$ cat src/rtl/fpu_bus_sequencer.sv
`default_nettype none
// ============================================================================
// Module   : fpu_bus_sequencer
// Brief    : Writes one operand pair and opcode to the 8-bit FPU bus, waits
//            for cmd_end, reads the 32-bit result back and returns it.
// Revision : 1.0 - initial release
// ============================================================================
module fpu_bus_sequencer #(
  parameter int STROBE_CYCLES  = 1,
  parameter int TIMEOUT_CYCLES = 4096
) (
  input  logic        clk,
  input  logic        arst,
  input  logic        req_valid,
  output logic        req_ready,
  input  logic [7:0]  req_op,
  input  logic [31:0] req_a,
  input  logic [31:0] req_b,
  input  logic        req_unary,
  output logic        rsp_valid,
  input  logic        rsp_ready,
  output logic [31:0] rsp_result,
  output logic        rsp_timeout,
  output logic [3:0]  fpu_addr,
  output logic [7:0]  fpu_wdata,
  input  logic [7:0]  fpu_rdata,
  output logic        fpu_cs,
  output logic        fpu_wr,
  output logic        fpu_rd,
  output logic        fpu_end_ack,
  input  logic        fpu_cmd_end,
  input  logic        fpu_busy
);

  localparam int              c_TW       = $clog2(TIMEOUT_CYCLES + 1);
  localparam logic [3:0]      c_STB_LAST = 4'(STROBE_CYCLES - 1);
  localparam logic [c_TW-1:0] c_TO_LAST  = c_TW'(TIMEOUT_CYCLES - 1);

  typedef enum logic [3:0] {
    ST_IDLE, ST_WR_SETUP, ST_WR_STROBE, ST_WR_HOLD, ST_WAIT_END,
    ST_RD_SETUP, ST_RD_STROBE, ST_ACK, ST_ACK_DROP, ST_RESP
  } state_t;

  state_t          r_state, w_state;
  logic [7:0]      r_op;
  logic [31:0]     r_a, r_b;
  logic            r_unary;
  logic [3:0]      r_idx, w_idx;
  logic [3:0]      r_stb, w_stb;
  logic [c_TW-1:0] r_timer, w_timer;
  logic            r_cmd_end_q;
  logic [31:0]     w_result;
  logic            w_timeout, w_latch;
  logic [3:0]      w_addr;
  logic [7:0]      w_wdata;
  logic [71:0]     w_bytes;
  logic            w_cs, w_wr, w_rd, w_ack, w_req_ready, w_rsp_valid;
  logic            w_rise;
  logic [1:0]      w_rbyte;
  logic            w_unused_busy;

  // Busy is informational only; sequencing relies solely on cmd_end.
  assign w_unused_busy = fpu_busy;
  assign w_rise        = fpu_cmd_end & ~r_cmd_end_q;
  assign w_rbyte       = 2'(r_idx - 4'd9);

  always_comb begin
    w_state   = r_state;
    w_idx     = r_idx;
    w_stb     = r_stb;
    w_timer   = r_timer;
    w_result  = rsp_result;
    w_timeout = rsp_timeout;
    w_latch   = 1'b0;
    case (r_state)
      ST_IDLE: begin
        if (req_valid && req_ready) begin
          w_latch   = 1'b1;
          w_idx     = 4'd0;
          w_result  = 32'd0;
          w_timeout = 1'b0;
          w_state   = ST_WR_SETUP;
        end
      end
      ST_WR_SETUP: begin
        w_stb   = 4'd0;
        w_state = ST_WR_STROBE;
      end
      ST_WR_STROBE: begin
        if (r_stb == c_STB_LAST) w_state = ST_WR_HOLD;
        else                     w_stb   = r_stb + 4'd1;
      end
      ST_WR_HOLD: begin
        if (r_idx == 4'd8) begin
          w_timer = '0;
          w_state = ST_WAIT_END;
        end else begin
          w_idx   = (r_idx == 4'd3 && r_unary) ? 4'd8 : r_idx + 4'd1;
          w_state = ST_WR_SETUP;
        end
      end
      ST_WAIT_END: begin
        if (w_rise) begin
          w_idx   = 4'd9;
          w_state = ST_RD_SETUP;
        end else if (r_timer == c_TO_LAST) begin
          w_timeout = 1'b1;
          w_result  = 32'd0;
          w_state   = ST_RESP;
        end else begin
          w_timer = r_timer + c_TW'(1);
        end
      end
      ST_RD_SETUP: begin
        w_stb   = 4'd0;
        w_state = ST_RD_STROBE;
      end
      ST_RD_STROBE: begin
        if (r_stb == c_STB_LAST) begin
          w_result[{w_rbyte, 3'b000} +: 8] = fpu_rdata;
          if (r_idx == 4'd12) begin
            w_timer = '0;
            w_state = ST_ACK;
          end else begin
            w_idx   = r_idx + 4'd1;
            w_state = ST_RD_SETUP;
          end
        end else begin
          w_stb = r_stb + 4'd1;
        end
      end
      ST_ACK: begin
        w_timer = r_timer + c_TW'(1);
        w_state = ST_ACK_DROP;
      end
      ST_ACK_DROP: begin
        if (!fpu_cmd_end) begin
          w_state = ST_RESP;
        end else if (r_timer == c_TO_LAST) begin
          w_timeout = 1'b1;
          w_state   = ST_RESP;
        end else begin
          w_timer = r_timer + c_TW'(1);
        end
      end
      ST_RESP: begin
        if (rsp_ready) w_state = ST_IDLE;
      end
      default: w_state = ST_IDLE;
    endcase

    // Bus outputs are registered from the next state so they never glitch.
    w_bytes     = w_latch ? {req_op, req_b, req_a} : {r_op, r_b, r_a};
    w_addr      = fpu_addr;
    w_wdata     = fpu_wdata;
    if (w_state == ST_WR_SETUP) begin
      w_addr  = w_idx;
      w_wdata = w_bytes[{w_idx, 3'b000} +: 8];
    end else if (w_state == ST_RD_SETUP) begin
      w_addr  = w_idx;
    end
    w_cs        = !(w_state inside {ST_WR_SETUP, ST_WR_STROBE, ST_WR_HOLD,
                                    ST_RD_SETUP, ST_RD_STROBE});
    w_wr        = (w_state != ST_WR_STROBE);
    w_rd        = (w_state != ST_RD_STROBE);
    w_ack       = (w_state inside {ST_ACK, ST_ACK_DROP});
    w_req_ready = (w_state == ST_IDLE);
    w_rsp_valid = (w_state == ST_RESP);
  end

  always_ff @(posedge clk or negedge arst) begin
    if (!arst) begin
      r_state     <= ST_IDLE;
      r_op        <= 8'd0;
      r_a         <= 32'd0;
      r_b         <= 32'd0;
      r_unary     <= 1'b0;
      r_idx       <= 4'd0;
      r_stb       <= 4'd0;
      r_timer     <= '0;
      r_cmd_end_q <= 1'b0;
      req_ready   <= 1'b0;
      rsp_valid   <= 1'b0;
      rsp_result  <= 32'd0;
      rsp_timeout <= 1'b0;
      fpu_addr    <= 4'd0;
      fpu_wdata   <= 8'd0;
      fpu_cs      <= 1'b1;
      fpu_wr      <= 1'b1;
      fpu_rd      <= 1'b1;
      fpu_end_ack <= 1'b0;
    end else begin
      r_state     <= w_state;
      if (w_latch) begin
        r_op    <= req_op;
        r_a     <= req_a;
        r_b     <= req_b;
        r_unary <= req_unary;
      end
      r_idx       <= w_idx;
      r_stb       <= w_stb;
      r_timer     <= w_timer;
      r_cmd_end_q <= fpu_cmd_end;
      req_ready   <= w_req_ready;
      rsp_valid   <= w_rsp_valid;
      rsp_result  <= w_result;
      rsp_timeout <= w_timeout;
      fpu_addr    <= w_addr;
      fpu_wdata   <= w_wdata;
      fpu_cs      <= w_cs;
      fpu_wr      <= w_wr;
      fpu_rd      <= w_rd;
      fpu_end_ack <= w_ack;
    end
  end

endmodule
`default_nettype wire
$ cat config.mk
export PLATFORM = sky130hd
export DESIGN_NAME = fpu_bus_sequencer
export DESIGN_NICKNAME = d
export VERILOG_FILES = /design/src/rtl/fpu_bus_sequencer.sv
export SDC_FILE = /design/constraint.sdc
export NUM_CORES = 1
export LEC_CHECK = 0
export ABC_AREA = 1
export BUFFER_PORTS_ARGS = -buffer_cell sky130_fd_sc_hd__buf_2
export CAP_MARGIN = 10
export CORE_UTILIZATION = 58
export CTS_BUF_LIST = sky130_fd_sc_hd__clkbuf_4 sky130_fd_sc_hd__clkbuf_8
export DETAILED_ROUTE_END_ITERATION = 8
export GPL_ROUTABILITY_DRIVEN = 0
export PLACE_DENSITY = 0.92
export SLEW_MARGIN = 5
export SYNTH_ARGS = -nofsm -noshare
export SYNTH_HDL_FRONTEND = slang
export SYNTH_SLANG_ARGS = --single-unit
export TNS_END_PERCENT = 50
$ cat constraint.sdc
create_clock -name clk -period 2.5 [get_ports clk]
set_input_delay 0.5 -clock clk [delete_from_list [all_inputs] [get_ports clk]]
set_output_delay 0.5 -clock clk [all_outputs]
set_load 0.02 [all_outputs]
# After elaboration in Yosys (flattened, before gate mapping)
# Cells that the tools add are included.
# classes
n_addsub	5
eq_ne	31
n_shift	3
muxes	42
n_bitwise	2
reduce_logical	19
# ops
operator	n
two-way mux 32 bit	4
one-hot mux 32 bit (3 select lines)	1
two-way mux 13 bit	6
two-way mux 72 bit	1
variable part select 72 x 8 -> 8 bit	1
one-hot mux 13 bit (5 select lines)	1
two-way mux 4 bit	16
one-hot mux 4 bit (10 select lines)	1
bitwise mux 32 bit	1
variable shift 8 x 7 -> 32 bit (first input constant)	1
variable part select 8 x 7 -> 32 bit	1
equality test 4 x 3 -> 1 bit (second input constant)	7
equality test 4 bit (second input constant)	6
equality test 4 x 2 -> 1 bit (second input constant)	5
!= test 2 bit (second input constant)	8
one-hot mux 4 bit (4 select lines)	1
adder 13 x 1 -> 13 bit (second input constant)	1
equality test 13 x 12 -> 1 bit (second input constant)	1
logical NOT 4 bit	3
nonzero test 5 bit	2
adder 4 x 1 -> 4 bit (second input constant)	2
equality test 4 x 1 -> 1 bit (second input constant)	2
one-hot mux 4 bit (2 select lines)	1
negation 5 -> 7 bit	1
other kinds (18)	28
# totals
reg_bits	150
output_inout_bits	51
elab_cells	121

# Depth between registers and ports, before layout
# Gate-level depths: netlist of run 1.
# logic_depth
ltp_word	7
ltp_mapped	15
depth_no_buf	14

# Worst setup path after synthesis of run 1
# OpenSTA, ideal clock, no wires.
# synth_path
kind	reg2reg
start	register r_idx[0]
end	register fpu_wdata[2]
setup_ns	0.123
t_arrival_ns	1.972
path_slack_ns	0.406
path_stages_with_launch	14
synth_period_minus_slack_ns	2.094
path_cell_list	dfrtp_1 inv_1 ha_1 nand3_1 nand2_1 nand2_1 nand3_1 nand2_2 clkbuf_1 nand3_1 nand3_1 nand3_1 nand3_1 a21oi_1
# synth_between
elab_chain_cells	6
# synth_rtl
element	line	text
start, declared	48	logic [3:0] r_idx, w_idx;
start signal, assigned	200	r_idx <= w_idx;
branches (longest 6 deep; another with adder 4 x 1 -> 4 bit)	-	
end signal, assigned	209	fpu_wdata <= w_wdata;
end, declared	25	output logic [7:0] fpu_wdata,
# Parallel ways; which one is timed is not known.
# A chain may end at the register's enable or synchronous reset.

# Worst setup path after layout of run 1
# layout_path
start	register r_idx[0]
end	register fpu_wdata[0]
# The elaborated chain is that of the path after synthesis.

==> reports/metrics.yaml, run 1 <==
run:
  drv_cap: 0
synth:
  synth_edf_count: 0
  ys_types: 40
  synth-seq-cells: 150
  synth.largest_area_cell: "dfrtp_1"
  synth_top_area_share_pct: 48.5
  ys_warn_count: 0
  synth_area_per_cell_um2: 8.11
  syn_inst: 936
  yosysMostFrequentCell: "nand2_1"
  synthTopCellsByArea: "dfrtp_1, nand2_1, nand3_1"
  synthFlopType: "dfrtp_1"
  synthesis.nets: 1031
  yosysSeqAreaShare_pct: 49.5
  syn_area_um2: 7590
  synthArstFlopShare_pct: 100
  synth_common_cells: "nand2_1, dfrtp_1, nand3_1"
min_path:
  hold_class: "input pin to flip-flop"
  hold_path_end: "r_cmd_end_q$_DFF_PN0_"
  hp-start: "fpu_cmd_end"
  whs_path_depth: 1
power_and_ir_drop:
  vdd.ir_drop.worst_v: 0.000762
  p_leak_nw: 4.63
  power_density_nw_per_um2: 1200
timing:
  skew_ns: 0.0109
  setup_viol: 0
  max_clock_freq_ghz: 0.433
  worst_slack_ns: 0.191
  tns_ns: 0
  drv_slew: 0
  hold_viol_final: 0
  finalCritPeriodShare_pct: 92.3
  slew_headroom_pct: 56.1
  worst_pin_slew_ns: 0.657
  period_minus_slack_ns: 2.31
  hold_ws_ns: 0.193
floorplan:
  die_w_um: 116
  dieArea_um2: 13500
  coreArea_um2: 12700
  pin_count: 138
  initial_core_util_pct: 59.9
  die_h_um: 116
  rows: 41
status:
  outcome: "finished, final reports clean"
place:
  port_buffers: 136
  hpwl_mm: 13.6
  place_area_um2: 8550
  dp_slack_ns: 0.156
routing:
  vias: 6923
  drc_errors: 0
  wl_mm: 18.9
  drtIter0Drc: 626
  avgViaCountPerCell: 5.48
  detail_route.wl_per_cell_um: 14.9
  dr.pass1.iters: 8
  drtAntennaViolNets: 0
clock_tree:
  cts_buffers: 17
  path_clk_slew_ns: 0.08
  numClockSinks: 150
  cts_setup_buffers: 0
  clkLatencyLatePin_ns: 0.46
  clockRootBuffer: "clkbuf_8"
  cts_tree: "built"
  htreeDepth: 4
  cts_buffer_depth: 2
global_routing:
  grtUsageMet3_pct: 7.37
  grt_first_pass_wirelength_mm: 30.8
  antenna_found_initial: 0
  grt_use_met1_pct: 35.7
  grt.overflow.total: 0
  grt_max_degree: 64
  first_global_vias: 6637
  grt_usage_pct: 29.8
  top_usage_layer: "met2"
  use_met2_pct: 50.4
layout:
  syn2layout_area_growth_pct: 17.9
  drive_above_1_share_pct: 24.5
  nets: 1174
  post-route-util_pct: 70.6
  final_cell_area_um2: 8950
  diodes: 0
worst_setup_path:
  criticalPathCategory: "flip-flop to flip-flop"
  cp.arrival_ns: 2.66
  worstPathMaxFanout: 20
  r2r_slack_ns: 0.19
  r2r_end: "fpu_wdata[0]$_DFFE_PN0N_"
  cp.required_ns: 2.85
  r2r-start: "r_idx[0]$_DFF_PN0_"
  cp-start-kind: "flip-flop"
  rr_worst_depth: 15
  endpoint_kind: "flip-flop"
-- placed cells by master (no fill, tap or decap), types with 7 or more instances in the layout --
cell type  netlist  layout
clkbuf_8         0      20
a21oi_1         22      22
nand2_2          8       8
o31ai_1         25      25
ha_1             8       7
buf_12           0       7
buf_2           12     135
buf_4            2      11
o21ai_1          8       8
nand2_1        170     170
dfrtp_1        147     147
nor3_1           9       9
o21ai_0         92      92
nor2_1          63      62
nor2_2           7       7
inv_2            9       9
or2_1           14      14
inv_1          123     123
nand3_1        127     127
or2_2           37      37
-- cell type report --
| class | instances | area [µm²] |
|---|---|---|
| clock buffers | 23 | 298 |
| clock inverters | 8 | 75.1 |
| fillers | 974 | 3720 |
| inverters | 133 | 499 |
| multi-input cells | 621 | 3170 |
| flip-flops and latches | 150 | 3760 |
| well taps | 172 | 215 |
| repair buffers | 156 | 931 |
-- registers in the layout, indices dropped and copies added, names as in the netlist, 4 cells and up --
signal	flops
r_idx	4
r_b	32
fpu_wdata	8
r_stb	4
r_op	8
r_timer	13
r_state	4
r_a	32
rsp_result	32
fpu_addr	4
-- timing repair --
action	CTS	global route
endpoints found under the hold margin	38	0
gates resized for setup	0	4
endpoints found under the setup margin	0	8
hold buffers	1	0
-- through the flow --
stage	std cells	total power [mW]
finish	1263	10.7
global route	1263	11.6
global placement	1231	8.65
CTS	1263	10.7
detailed placement	1231	8.85
floorplan	936	7.43
-- kinds of logic after synthesis --
logic type               count (synthesis)  share of synthesized area, %
AO/OA/AOI/OAI                          155                          11.7
XOR/XNOR                                 4                         0.462
adder cells (fa/ha/maj)                  8                          1.32
buffers and inverters                  165                          8.79
flip-flops                             150                          49.5
AND/OR/NAND/NOR                        454                          28.2
-- layer usage --
layer | up-vias | routed length, µm
li1 | 3311 | -
met3 | 50 | 1440
met1 | 3241 | 7600
met4 | 0 | 590
met5 | - | 0
met2 | 321 | 9250
-- critical path, stage by stage (launching register included) --
cell	delay, ns
dfrtp_1	0.42
buf_4	0.17
ha_1	0.23
nand2_1	0.08
inv_1	0.04
nand2_1	0.07
nand3_1	0.10
nand2_1	0.13
nand2_1	0.11
nand3_4	0.12
buf_6	0.19
nand2_1	0.08
nand3_1	0.10
nand3_1	0.13
nand3_1	0.15
a21oi_1	0.08
-- worst max-delay path by stage --
stage	from	end	slack [ns]	depth (start not counted)
floorplan	r_idx[0]$_DFF_PN0_	fpu_wdata[2]$_DFFE_PN0N_	0.41	13
global placement	r_stb[0]$_DFFE_PN0P_	fpu_wdata[6]$_DFFE_PN0N_	0.22	15
detailed placement	r_stb[0]$_DFFE_PN0P_	fpu_wdata[0]$_DFFE_PN0N_	0.16	15
CTS	r_stb[0]$_DFFE_PN0P_	fpu_wdata[0]$_DFFE_PN0N_	0.13	15
global route	r_stb[0]$_DFFE_PN0P_	fpu_wdata[6]$_DFFE_PN0N_	-0.01	15
finish	r_idx[0]$_DFF_PN0_	fpu_wdata[0]$_DFFE_PN0N_	0.19	15
-- where the power goes --
part           total (mW)  internal, mW  switching [mW]
Clock                1.77         0.889           0.883
Sequential           3.51          3.22           0.289
Combinational        5.42          1.85            3.57
No activity file was read; power rests on OpenSTA's default activity.
==> inputs of run 2 (changes only) <==
--- a/config.mk
+++ b/config.mk
@@ -8,7 +8,9 @@
 export ABC_AREA = 1
 export BUFFER_PORTS_ARGS = -buffer_cell sky130_fd_sc_hd__buf_2
 export CAP_MARGIN = 10
-export CORE_UTILIZATION = 58
+export CELL_PAD_IN_SITES_DETAIL_PLACEMENT = 1
+export CELL_PAD_IN_SITES_GLOBAL_PLACEMENT = 2
+export CORE_UTILIZATION = 34
 export CTS_BUF_LIST = sky130_fd_sc_hd__clkbuf_4 sky130_fd_sc_hd__clkbuf_8
 export DETAILED_ROUTE_END_ITERATION = 8
 export GPL_ROUTABILITY_DRIVEN = 0
==> run 2 against run 1 <==
Clock skew increased by 0.0072 ns. Core utilization decreased by 29 points. Worst hold slack got worse by 0.16 ns. Design area increased by 2.2%. Non-clock buffer count unchanged. Global-route usage decreased by 8.3 points. Critical path depth decreased by 2. Routed wire length increased by 22%. Combinational power increased by 5.5%. Fmax decreased by 3.2%. Critical path type unchanged. Critical endpoint is now fpu_wdata[3]$_DFFE_PN0N_. Largest cell class unchanged. Largest power group unchanged.
==> reports/metrics.yaml, run 2 (same netlist as run 1, synthesis figures left out) <==
layout:
  stdcell_count: 1372
  post-route-util_pct: 41.9
  syn2layout_area_growth_pct: 20.5
  final_common_cell: "nand2_1"
  nets: 1174
  drive_above_1_share_pct: 25.1
  diodes: 0
  top_regs: "r_a (32), r_b (32), rsp_result (32)"
  mostFrequentLayoutCells: "nand2_1, dfrtp_1, buf_2"
worst_setup_path:
  criticalPathCategory: "flip-flop to flip-flop"
  cp.arrival_ns: 2.73
  cp.required_ns: 2.85
  rr_worst_depth: 13
  endpoint_kind: "flip-flop"
  worstPathMaxFanout: 17
  cp-start-kind: "flip-flop"
floorplan:
  initial_core_util_pct: 34.8
  dieArea_um2: 22900
  die_w_um: 151
  pin_count: 138
  die_h_um: 151
  coreArea_um2: 21800
  rows: 54
routing:
  drc_errors: 0
  avgViaCountPerCell: 4.93
  detail_route.wl_per_cell_um: 16.8
  vias: 6770
  dr.pass1.iters: 6
  wl_mm: 23.0
  drtAntennaViolNets: 0
  drtIter0Drc: 318
min_path:
  hold_class: "input pin to asynchronous set/reset pin"
power_and_ir_drop:
  vdd.ir_drop.worst_v: 0.000426
  p_leak_nw: 4.65
  power_density_nw_per_um2: 1220
place:
  hpwl_mm: 16.9
  dp.cells: 1339
  port_buffers: 136
  dp_slack_ns: 0.0824
clock_tree:
  numClockSinks: 150
  cts_tree: "built"
  cts_buffers: 17
  path_clk_slew_ns: 0.10
  cts_buffer_depth: 2
  cts_setup_buffers: 0
  clockRootBuffer: "clkbuf_8"
  htreeDepth: 4
  clkLatencyLatePin_ns: 0.47
timing:
  worst_pin_slew_ns: 0.681
  worst_slack_ns: 0.116
  setup_viol: 0
  finalCritPeriodShare_pct: 95.4
  slew_headroom_pct: 54.6
  rsz0062_at_grt: "no"
  max_clock_freq_ghz: 0.419
  tns_ns: 0
  hold_viol_final: 0
  drv_slew: 0
  skew_ns: 0.0181
  period_minus_slack_ns: 2.38
status:
  outcome: "finished, final reports clean"
run:
  drv_cap: 0
global_routing:
  first_global_vias: 7149
  grt_first_pass_wirelength_mm: 37.4
  antenna_found_initial: 0
  grt_max_degree: 68
  grt_usage_pct: 21.4
  grt.overflow.total: 0
## run 2: cell types whose count changed in the layout (fill, tap and decap cells not counted), moves of 2 or more
cell,change
inv_6,+6
inv_8,+4
clkbuf_4,-3
clkbuf_8,-3
clkinv_2,-2
dfrtp_1,-2
dfrtp_2,+2
nor2_2,+2
## run 2: stage by stage
stage	instance area [µm²]	hold slack, ns	total power, mW
3_5_place_dp	8700	0.466	9.17
6_report	9150	0.0288	11.2
2_1_floorplan	7590	0.204	7.43
5_1_grt	9150	0.0615	12.1
3_3_place_gp	8700	0.461	8.95
4_1_cts	9090	0.0470	11.1
## run 2: worst max-delay path, stage by stage, from the launching register on
cell and delay [ns]:
dfrtp_1 0.49, inv_2 0.12, nand2_2 0.08, nor2_4 0.21, inv_1 0.07, a21oi_1 0.38
inv_2 0.09, nand3_4 0.14, buf_12 0.16, nand2_1 0.06, nand3_1 0.13, nand3_1 0.11
nand3_1 0.14, a21oi_1 0.09
## run 2: power breakdown
part	total (mW)	internal [mW]	switching [mW]	leakage, nW
combinational	5.72	1.93	3.78	2.59
clock	1.93	0.832	1.10	0.204
sequential	3.52	3.22	0.294	1.85
total	11.2	5.99	5.17	4.65
## run 2: layout make-up
cell class | instances | area (µm²)
flip-flops and latches | 150 | 3760
clock inverters | 15 | 155
multi-input cells | 621 | 3190
clock buffers | 17 | 234
fillers | 2702 | 12700
inverters | 133 | 502
well taps | 280 | 350
repair buffers | 156 | 955
## run 2: final timing paths
path	startpoint	to	slack, ns
worst min register to register	rsp_result[25]$_DFFE_PN0P_	rsp_result[25]$_DFFE_PN0P_	0.49
worst max register to register	r_state[3]$_DFF_PN0_	fpu_wdata[3]$_DFFE_PN0N_	0.12
min in group clk	fpu_cmd_end	r_cmd_end_q$_DFF_PN0_	0.16
worst min-delay path	arst	rsp_result[25]$_DFFE_PN0P_	0.03
max in group asynchronous	arst	rsp_result[4]$_DFFE_PN0P_	1.76
worst max-delay path	r_state[3]$_DFF_PN0_	fpu_wdata[3]$_DFFE_PN0N_	0.12
## run 2: layer usage
layer  GRT usage (%)  vias up  wire length (µm)
met3            3.67       23               824
met4            6.25        0               328
met2            37.0      135             11400
met1            27.3     3306             10500
met5               0        -                 0
li1                -     3306                 -
## run 2: timing repair
item	4_1_cts	5_1_grt
gates resized for setup	0	10
hold buffers	0	0
endpoints found under the setup margin	0	14
endpoints found under the hold margin	0	0
